File: config.mk
export PLATFORM = sky130hd
export DESIGN_NAME = divide_fix_arbiter
export DESIGN_NICKNAME = d
export VERILOG_FILES = /design/src/rtl/divide_fix_arbiter.sv
export SDC_FILE = /design/constraint.sdc
export NUM_CORES = 1
export LEC_CHECK = 0
export CORE_MARGIN = 2
export CORE_UTILIZATION = 47
export DETAILED_ROUTE_END_ITERATION = 10
export PLACE_DENSITY = 0.85
export SYNTH_ARGS = -nofsm -noshare
export SYNTH_HDL_FRONTEND = slang
export SYNTH_SLANG_ARGS = --single-unit
export TNS_END_PERCENT = 20
File: constraint.sdc
create_clock -name aclk -period 4.3 [get_ports aclk]
set_input_delay 0.43 -clock aclk [delete_from_list [all_inputs] [get_ports aclk]]
set_output_delay 0.43 -clock aclk [all_outputs]
set_load 0.02 [all_outputs]
File: src/rtl/divide_fix_arbiter.sv
// divide_fix_arbiter
//   Round-robin sharing of one pipelined fixed-point divider among N_REQ
//   requesters. A tag shift register matched to the divider latency routes
//   each quotient back to the requester that issued it.
//
//   Optional feature macro: DIV_ZERO_GUARD_EN
//     defined   : divisor-0 requests bypass the divider and respond with
//                 all-ones data and rsp_div_zero=1 at the normal latency.
//     undefined : every request goes to the divider; rsp_div_zero stays 0.
//
//   Ports
//     aclk, reset            clock, synchronous active-high reset
//     req_valid/req_ready    per-requester request handshake (ready is comb.)
//     req_dividend/divisor   packed per-requester operands
//     div_a_*/div_b_*        divider operand streams
//     div_result_*           divider quotient stream
//     rsp_valid/rsp_data     one-hot response strobe and shared quotient
//     rsp_div_zero           response produced by the zero guard
//     busy                   flush active or ops in flight
//     sync_err               sticky divider/tag mismatch
module divide_fix_arbiter #(
  parameter int unsigned N_REQ   = 4,
  parameter int unsigned LATENCY = 44
) (
  input  logic                 aclk,
  input  logic                 reset,
  input  logic [N_REQ-1:0]     req_valid,
  output logic [N_REQ-1:0]     req_ready,
  input  logic [N_REQ*40-1:0]  req_dividend,
  input  logic [N_REQ*8-1:0]   req_divisor,
  output logic                 div_a_tvalid,
  output logic                 div_b_tvalid,
  output logic [39:0]          div_a_tdata,
  output logic [7:0]           div_b_tdata,
  input  logic                 div_result_tvalid,
  input  logic [47:0]          div_result_tdata,
  output logic [N_REQ-1:0]     rsp_valid,
  output logic [47:0]          rsp_data,
  output logic                 rsp_div_zero,
  output logic                 busy,
  output logic                 sync_err
);

  localparam int unsigned DVD_W = 40;
  localparam int unsigned DVS_W = 8;
  localparam int unsigned QUO_W = 48;
  localparam int unsigned ID_W  = (N_REQ > 1) ? $clog2(N_REQ) : 1;
  localparam int unsigned CNT_W = $clog2(LATENCY + 2);

  typedef enum logic {
    ST_FLUSH = 1'b0,
    ST_RUN   = 1'b1
  } state_t;

  state_t             r_state;
  state_t             w_state_nxt;
  logic [CNT_W-1:0]   r_flush_cnt;
  logic [CNT_W-1:0]   w_flush_cnt_nxt;
  logic               w_run;

  logic [ID_W-1:0]    r_ptr;
  logic [ID_W-1:0]    w_cand;
  logic [ID_W-1:0]    w_gnt_idx;
  logic               w_gnt_found;
  logic               w_hs;
  logic               w_zero;

  logic [DVD_W-1:0]   w_dvd_arr [N_REQ];
  logic [DVS_W-1:0]   w_dvs_arr [N_REQ];
  logic [DVD_W-1:0]   w_dvd_sel;
  logic [DVS_W-1:0]   w_dvs_sel;

  logic               r_issue_v;
  logic               r_issue_z;
  logic [ID_W-1:0]    r_issue_id;
  logic               r_div_tvalid;
  logic [DVD_W-1:0]   r_div_a;
  logic [DVS_W-1:0]   r_div_b;

  logic [LATENCY-1:0] r_tag_v;
  logic [LATENCY-1:0] r_tag_z;
  logic [ID_W-1:0]    r_tag_id [LATENCY];
  logic               w_tail_v;
  logic               w_tail_z;
  logic [ID_W-1:0]    w_tail_id;

  logic [N_REQ-1:0]   r_rsp_valid;
  logic [QUO_W-1:0]   r_rsp_data;
  logic               r_rsp_div_zero;
  logic               r_sync_err;

  // Flush FSM state register
  always_ff @(posedge aclk) begin
    if (reset) begin
      r_state     <= ST_FLUSH;
      r_flush_cnt <= CNT_W'(LATENCY + 1);
    end else begin
      r_state     <= w_state_nxt;
      r_flush_cnt <= w_flush_cnt_nxt;
    end
  end

  // Flush window covers every divider result that could still be in flight
  always_comb begin
    w_state_nxt     = r_state;
    w_flush_cnt_nxt = r_flush_cnt;
    case (r_state)
      ST_FLUSH: begin
        w_flush_cnt_nxt = r_flush_cnt - CNT_W'(1);
        if (r_flush_cnt == CNT_W'(1)) w_state_nxt = ST_RUN;
      end
      ST_RUN:   w_state_nxt = ST_RUN;
      default:  w_state_nxt = ST_FLUSH;
    endcase
  end

  assign w_run = (r_state == ST_RUN);

  // Unpack per-requester operands
  for (genvar g = 0; g < N_REQ; g++) begin : g_unpack
    assign w_dvd_arr[g] = req_dividend[g*DVD_W +: DVD_W];
    assign w_dvs_arr[g] = req_divisor[g*DVS_W +: DVS_W];
  end

  // Round-robin search from r_ptr upward with wrap
  always_comb begin
    w_gnt_found = 1'b0;
    w_gnt_idx   = '0;
    w_cand      = '0;
    req_ready   = '0;
    for (int unsigned k = 0; k < N_REQ; k++) begin
      w_cand = ID_W'((32'(r_ptr) + k) % N_REQ);
      if (!w_gnt_found && req_valid[w_cand]) begin
        w_gnt_found = 1'b1;
        w_gnt_idx   = w_cand;
      end
    end
    if (w_run && w_gnt_found) req_ready[w_gnt_idx] = 1'b1;
  end

  assign w_hs      = |(req_valid & req_ready);
  assign w_dvd_sel = w_dvd_arr[w_gnt_idx];
  assign w_dvs_sel = w_dvs_arr[w_gnt_idx];

`ifdef DIV_ZERO_GUARD_EN
  assign w_zero = (w_dvs_sel == '0);
`else
  assign w_zero = 1'b0;
`endif

  // Issue register and round-robin pointer
  always_ff @(posedge aclk) begin
    if (reset) begin
      r_ptr        <= '0;
      r_issue_v    <= 1'b0;
      r_issue_z    <= 1'b0;
      r_issue_id   <= '0;
      r_div_tvalid <= 1'b0;
      r_div_a      <= '0;
      r_div_b      <= '0;
    end else begin
      r_issue_v    <= w_hs;
      r_div_tvalid <= w_hs & ~w_zero;
      if (w_hs) begin
        r_div_a    <= w_dvd_sel;
        r_div_b    <= w_dvs_sel;
        r_issue_id <= w_gnt_idx;
        r_issue_z  <= w_zero;
        r_ptr      <= (w_gnt_idx == ID_W'(N_REQ - 1)) ? '0 : w_gnt_idx + ID_W'(1);
      end
    end
  end

  // Tag pipeline: stage 0 follows the issue register, tail lines up with the result
  always_ff @(posedge aclk) begin
    if (reset) begin
      r_tag_v <= '0;
      r_tag_z <= '0;
      for (int unsigned i = 0; i < LATENCY; i++) r_tag_id[i] <= '0;
    end else begin
      r_tag_v[0]  <= r_issue_v;
      r_tag_z[0]  <= r_issue_z;
      r_tag_id[0] <= r_issue_id;
      for (int unsigned i = 1; i < LATENCY; i++) begin
        r_tag_v[i]  <= r_tag_v[i-1];
        r_tag_z[i]  <= r_tag_z[i-1];
        r_tag_id[i] <= r_tag_id[i-1];
      end
    end
  end

  assign w_tail_v  = r_tag_v[LATENCY-1];
  assign w_tail_z  = r_tag_z[LATENCY-1];
  assign w_tail_id = r_tag_id[LATENCY-1];

  // Response stage; divider output is ignored entirely while flushing
  always_ff @(posedge aclk) begin
    if (reset) begin
      r_rsp_valid    <= '0;
      r_rsp_data     <= '0;
      r_rsp_div_zero <= 1'b0;
      r_sync_err     <= 1'b0;
    end else begin
      r_rsp_valid <= '0;
      if (w_run) begin
        if (w_tail_v) begin
          r_rsp_valid    <= N_REQ'(1) << w_tail_id;
          r_rsp_data     <= w_tail_z ? '1 : div_result_tdata;
          r_rsp_div_zero <= w_tail_z;
        end
        // Unmatched results are dropped; missing ones still respond with sampled data
        if (div_result_tvalid != (w_tail_v & ~w_tail_z)) r_sync_err <= 1'b1;
      end
    end
  end

  assign div_a_tvalid = r_div_tvalid;
  assign div_b_tvalid = r_div_tvalid;
  assign div_a_tdata  = r_div_a;
  assign div_b_tdata  = r_div_b;
  assign rsp_valid    = r_rsp_valid;
  assign rsp_data     = r_rsp_data;
  assign rsp_div_zero = r_rsp_div_zero;
  assign sync_err     = r_sync_err;
  assign busy         = (r_state == ST_FLUSH) | r_issue_v | (|r_tag_v);

endmodule

; Word level (Yosys, flattened, before mapping)
; Memory sizes are Yosys's and may differ from the RTL's.
; Index checks and enable logic that the tools add are counted.
[word_totals]
regBits = 157
mem_bits_rw = 88
in_bits = 247
mem_count = 1
[mem_list]
columns = name, depth, word_bits, rd, rd_clocked_by_memory_dff, wr, line_no
row1 = r_tag_id, 44, 2, 44, 0, 44, 82  ; logic [ID_W-1:0] r_tag_id [LATENCY];
[classes]
addsub = 5
n_lt_le_gt_ge = 7
eq_ne = 3
shifts = 1
mux = 75
bitwise = 50
reduce_logical = 13
[op_table]
columns = op, n
row1 = $mux W2, 49
row2 = $bmux W40 S2, 1
row3 = $mux W40, 2
row4 = $or A1 B1 Y1, 46
row5 = $reduce_or A44 Y1, 1
row6 = $bmux W8 S2, 1
row7 = $mux W8, 2
row8 = $lt A2 B3 Y1 const B, 5
row9 = $mux W1, 13
row10 = $bmux W1 S2, 4
row11 = $eq A6 B1 Y1 const B, 1
row12 = $sub A6 B1 Y6 const B, 1
row13 = $logic_and A1 B1 Y1, 5
row14 = $add A2 B1 Y2 const B, 2
row15 = $add A2 B2 Y2 const B, 2
row16 = $and A4 B4 Y4, 1
row17 = $mux W4, 1
row18 = $reduce_and A2 Y1, 2
row19 = $reduce_or A4 Y1, 1
row20 = $shl A1 B2 Y4 const A, 1
row21 = $ge A3 B3 Y1 const B, 1
row22 = $logic_not A1 Y1, 3
row23 = $not A2 Y3, 1
row24 = $reduce_or A3 Y1, 1
row25 = 6 further kinds, 7

; Longest topological paths before layout
[logic_depth]
word_depth = 19
mapped_depth = 13
depth_no_buf = 9

; Worst setup path before layout
; Ideal clock, no wire load.
[synth_path]
path_kind = input -> register
from = in req_valid[0]
to = reg r_div_a[30] (netlist: div_a_tdata[30])
arrival_time_ns = 2.611
slack_ns = 1.597
stages = 13
path_cell_list = nor2b_1 > o21ai_0 > and3b_1 > clkbuf_1 > inv_1 > clkbuf_1 > ha_1 > nand2_1 > a31o_4 > a21o_1 > buf_6 > buf_6 > o32ai_1
[synth_between]
elab_chain_len = 19
[synth_rtl]
columns = item, line_no
row1 = from (decl), 27  ; input logic [N_REQ-1:0] req_valid,
row2 = $bmux W1 S2, 133  ; if (!w_gnt_found && req_valid[w_cand]) begin
row3 = $mux W1 (implied by the code), 133
row4 = $mux W1, 133
row5 = $logic_not A1 Y1, 133
row6 = $logic_and A1 B1 Y1, 133
row7 = $mux W1, 133
row8 = $logic_not A1 Y1, 133
row9 = $logic_and A1 B1 Y1, 133
row10 = (+3 left out), --
row11 = $mux W2, 133
row12 = $lt A2 B3 Y1 (implied by the code) or $ge A2 B1 Y1 (tied branches), 138  ; if (w_run && w_gnt_found) req_ready[w_gnt_idx] = 1'b1;
row13 = $logic_and A1 B1 Y1 (implied by the code), 138
row14 = $mux W1 (implied by the code), 138
row15 = $demux W1 S2, 138
row16 = $mux W4, 138
row17 = $and A4 B4 Y4, 141  ; assign w_hs = |(req_valid & req_ready);
row18 = $reduce_or A4 Y1, 141
row19 = to (signal assigned), 165  ; r_div_a <= w_dvd_sel;
row20 = to (decl), 77  ; logic [DVD_W-1:0] r_div_a;
; Parallel ways exist; a longest one is shown, timed or not. The select of a mux whose other input is x is not followed.
; A chain may end at the register's enable or synchronous reset.

; Final worst setup path
[layout_path]
from = in req_valid[0]
to = out req_ready[2]
[layout_between]
elab_chain_len = 17
[layout_rtl]
columns = item, line_no
row1 = $bmux W1 S2, 133
row2 = $mux W1 (implied by the code), 133
row3 = $mux W1, 133
row4 = $logic_not A1 Y1, 133
row5 = $logic_and A1 B1 Y1, 133
row6 = $mux W1, 133
row7 = $logic_not A1 Y1, 133
row8 = $logic_and A1 B1 Y1, 133
row9 = $mux W1, 133
row10 = $logic_not A1 Y1, 133
row11 = $logic_and A1 B1 Y1, 133
row12 = $mux W2, 133
row13 = $lt A2 B3 Y1 (implied by the code) or $ge A2 B1 Y1 (tied branches), 138
row14 = $logic_and A1 B1 Y1 (implied by the code), 138
row15 = $mux W1 (implied by the code), 138
row16 = $demux W1 S2, 138
row17 = $mux W4 (*), 138
row18 = to (decl), 28  ; output logic [N_REQ-1:0] req_ready,
; Mark *: on every way between the ends. The rest lies on a longest branch, timed or not. The select of a mux whose other input is x is not followed.

==> impl_metrics.toml <==
[outcome]
run_status = "finished clean"

[clock_tree]
clock_latency_ns = 0.50
clk_pin_slew_ns = 0.06
tritoncts = "yes"
cts.root.buffer_cell = "clkbuf_16"
cts.repair.resized = 0
cts-htree-levels = 1
cts-buffers-inserted = 24
clock-sinks = 245
clk_path_buf_depth = 3
cts_post_setup_buffers_inserted = 0
cts_hold_buffers = 0

[setup_path]
critical_path.reg2reg.startpoint = "r_ptr[0]$_SDFFE_PP0P_"
worst_setup_path_end_kind = "output port"
critical_path.reg2reg.endpoint = "div_a_tdata[31]$_SDFFE_PP0P_"
critPathArrivalTime_ns = 2.88
critPathBufInv = 4
crit_path_max_fanout = 34
r2r.worst_path.cells = 10
crit_path_top_delay_cell = "clkdlybuf4s50_1"
worst_path_dominant_cell_family = "buffers and inverters"
crit_required_ns = 3.87
setup.worst_path.class = "in2out"
critPathLaunchType = "input port"
timing.critical_path.cells = "clkdlybuf4s50_1 -> nor2b_1 -> o21ai_4 -> nand2_4 -> inv_1 -> ha_1 -> inv_1 -> nor2_1 -> clkdlybuf4s50_1"
critical-path-max-stage-delay_ns = 0.63
r2r_slack_ns = 1.44

[drt]
top_sig_layer = "met4"
dr.first_iter.drc_count = 364
drt-met1-wl_mm = 10.1
met3_length_mm = 2.56
post_drt_wl_per_cell_um = 16.6
drt_pass1_iterations = 5
drt_drc_violations_left = 0
met2_wirelength_mm = 12.5
routed_antenna_nets = 0
total_vias_in_the_final_route = 8160
wl_mm = 26.1
routed_via_density = 5.18

[timing]
final-hold-violation-count = 0
timing.fmax_mhz = 302
totalNegativeSetupSlack_ns = 0
setup-violations-final = 0
final.period_utilization_pct = 76.9
grt_setup_unrepaired = "false"
timing_worst_slew_pin_value_ns = 0.967
relSlewSlack_pct = 35.5
post-route-min-period_ns = 3.31
maxSlewViolCount = 0
finClkSkew_ns = 0.00953

[final_layout]
finalNetCount = 1537
finalCoreUtilization_pct = 70.8
syn2layout_area_growth_pct = 48.9
number_of_fill_cells_in_the_layout = 1464
post_layout_instance_area_mm2 = 0.0137
post_route_cells_drive_above_1_share_pct = 4.52

[grt]
global_route_wire_length_before_repair_mm = 39.3
pin_count_of_the_biggest_net_entering_global_routing = 197
antenna_found_initial = 4
vias_in_the_first_global_route = 7720
overflow = 0
gr-usage-all-layers_pct = 23.8

[floorplan]
die_area_mm2 = 0.0206
die_w_um = 144
core_mm2 = 0.0193
die_h_um = 144
initial_standard_cell_utilization_of_the_core_pct = 47.6
num_io_pins = 356
fp-row-count = 51

[synth]
synth_top_cell_by_area = "dfxtp_1"
yosysSeqAreaShare_pct = 53.5
ys_dominant_reg_cell = "dfxtp_1"
ys_ff_latch = 245
synth-warning-count = 0
post_synth_edffs = 0
syn-cell-area_mm2 = 0.00917
post_synth_main_area_contributors = "dfxtp_1 54%, nor2b_1 9.3%, a211oi_1 7.9%, and3_1 6.6%, o32ai_1 4.6%"
postSynthAreaPerCell_um2 = 9.31
netlist_instances = 984
yosysUniqueCellTypes = 42
post_synth_top_area_share_pct = 53.5
async_flop_share_pct = 0
synthesis.nets = 1234

[place]
gp_congestion = 0.880
place_hpwl_mm = 17.9
placedInstanceArea_mm2 = 0.0128
port_buffer_count = 354

[hold_path]
holdCritPathClass = "reg2reg"
worst_hold_path.num_cells = 1
min_to = "r_tag_id[0][87]$_SDFF_PP0_"
worstHoldStart = "r_tag_id[0][85]$_SDFF_PP0_"

[pwr]
totalPowerFinal_mw = 4.91
power_density_mw_per_mm2 = 360
power.leakage_nw = 5.14
max-vdd-ir-drop_uv = 210

[run]
count_of_maximum_capacitance_violations = 0
-- worst reg2reg max path: cells and delay by family (launching register included) --
kind / cells / cell delay, ns
flip-flops: 1 / 0.38
adder cells (fa/ha/maj): 1 / 0.20
AO/OA/AOI/OAI: 4 / 1.46
AND/OR/NAND/NOR: 3 / 0.26
buffers and inverters: 2 / 0.44
-- report_power, final --
part           leakage, nW  internal, mW  switching [mW]
combinational         2.75         0.258           0.173
clock                0.422          1.35           0.850
sequential            1.97          2.27         0.00379
total                 5.14          3.88            1.03
-- synth_stat cells, types with 2 or more instances --
cell type / number
xor2_1: 2
nand2b_1: 3
buf_1: 6
nand2_1: 100
nor4b_1: 3
o21ai_0: 2
xnor2_1: 3
a21oi_1: 52
o32ai_1: 48
nor2b_1: 136
buf_6: 2
buf_2: 10
a211oi_1: 96
clkbuf_1: 67
a311oi_1: 2
buf_4: 2
dfxtp_1: 245
and3_1: 97
ha_1: 3
nand4_1: 3
inv_1: 57
nor2_1: 14
nor4_1: 12
-- layout make-up --
class | instances | area, µm² | share of cell area (%)
diodes | 4 | 10.0 | 0.0733
clock buffers | 34 | 719 | 5.27
clock inverters | 10 | 139 | 1.02
inverters | 57 | 214 | 1.57
multi-input cells | 595 | 3700 | 27.1
flip-flops and latches | 245 | 4900 | 35.9
well taps | 265 | 332 | 2.43
repair buffers | 364 | 3630 | 26.6
-- how the worst max path moves through the flow --
stage | startpoint | end | slack [ns] | depth (start not counted)
after floorplan | req_valid[0] | div_a_tdata[30]$_SDFFE_PP0P_ | 1.60 | 13
after global placement | req_valid[0] | div_a_tdata[0]$_SDFFE_PP0P_ | 1.09 | 11
after detailed placement | req_valid[0] | div_a_tdata[21]$_SDFFE_PP0P_ | 0.88 | 11
after CTS | req_valid[0] | req_ready[2] | 1.03 | 9
after global routing | req_valid[0] | req_ready[2] | 0.86 | 9
final | req_valid[0] | req_ready[2] | 0.99 | 9
-- placed cells by master (no fill, tap or decap), drive strengths merged, types with 3 or more instances in the layout --
cell type / instances
and3: 97
buf: 11
clkbuf: 34
dfxtp: 245
nor2: 14
o21ai: 3
nand2: 100
nor4: 12
inv: 58
a21oi: 52
a211oi: 96
clkinv: 5
nand4: 3
ha: 3
nor2b: 136
o32ai: 48
nor4b: 3
xnor2: 3
diode: 4
nand2b: 3
clkdlybuf4s50: 353
bufinv: 3
-- cells by family after synthesis --
| group | Yosys count | synth area share (%) |
|---|---|---|
| AND/OR/NAND/NOR | 377 | 22.8 |
| flip-flops | 245 | 53.5 |
| AO/OA/AOI/OAI | 209 | 16.5 |
| buffers and inverters | 144 | 6.28 |
| XOR/XNOR | 5 | 0.478 |
| adder cells (fa/ha/maj) | 3 | 0.410 |
| other | 1 | 0.0409 |
-- metrics by stage --
step / instances / setup WS, ns / hold slack, ns
global placement: 1526 / 1.09 / 0.417
finish: 1574 / 0.992 / 0.435
CTS: 1570 / 1.03 / 0.438
floorplan: 984 / 1.60 / 0.414
global route: 1574 / 0.859 / 0.456
detailed placement: 1526 / 0.884 / 0.424
-- layer usage --
metal | vias up | global-route usage (%)
met2 | 342 | 40.3
met3 | 55 | 7.00
li1 | 4009 | -
met4 | 0 | 9.55
met5 | - | 0
met1 | 3754 | 28.4
-- state kept, by name (all words and copies together) (netlist names) --
signal        count
r_tag_id         88
r_ptr             2
r_flush_cnt       6
sync_err          1
div_b_tdata       8
rsp_data         48
div_a_tvalid      1
r_tag_v          44
r_state           1
rsp_valid         4
r_issue_id        2
div_a_tdata      40
Power figures use the tool's default switching activity.
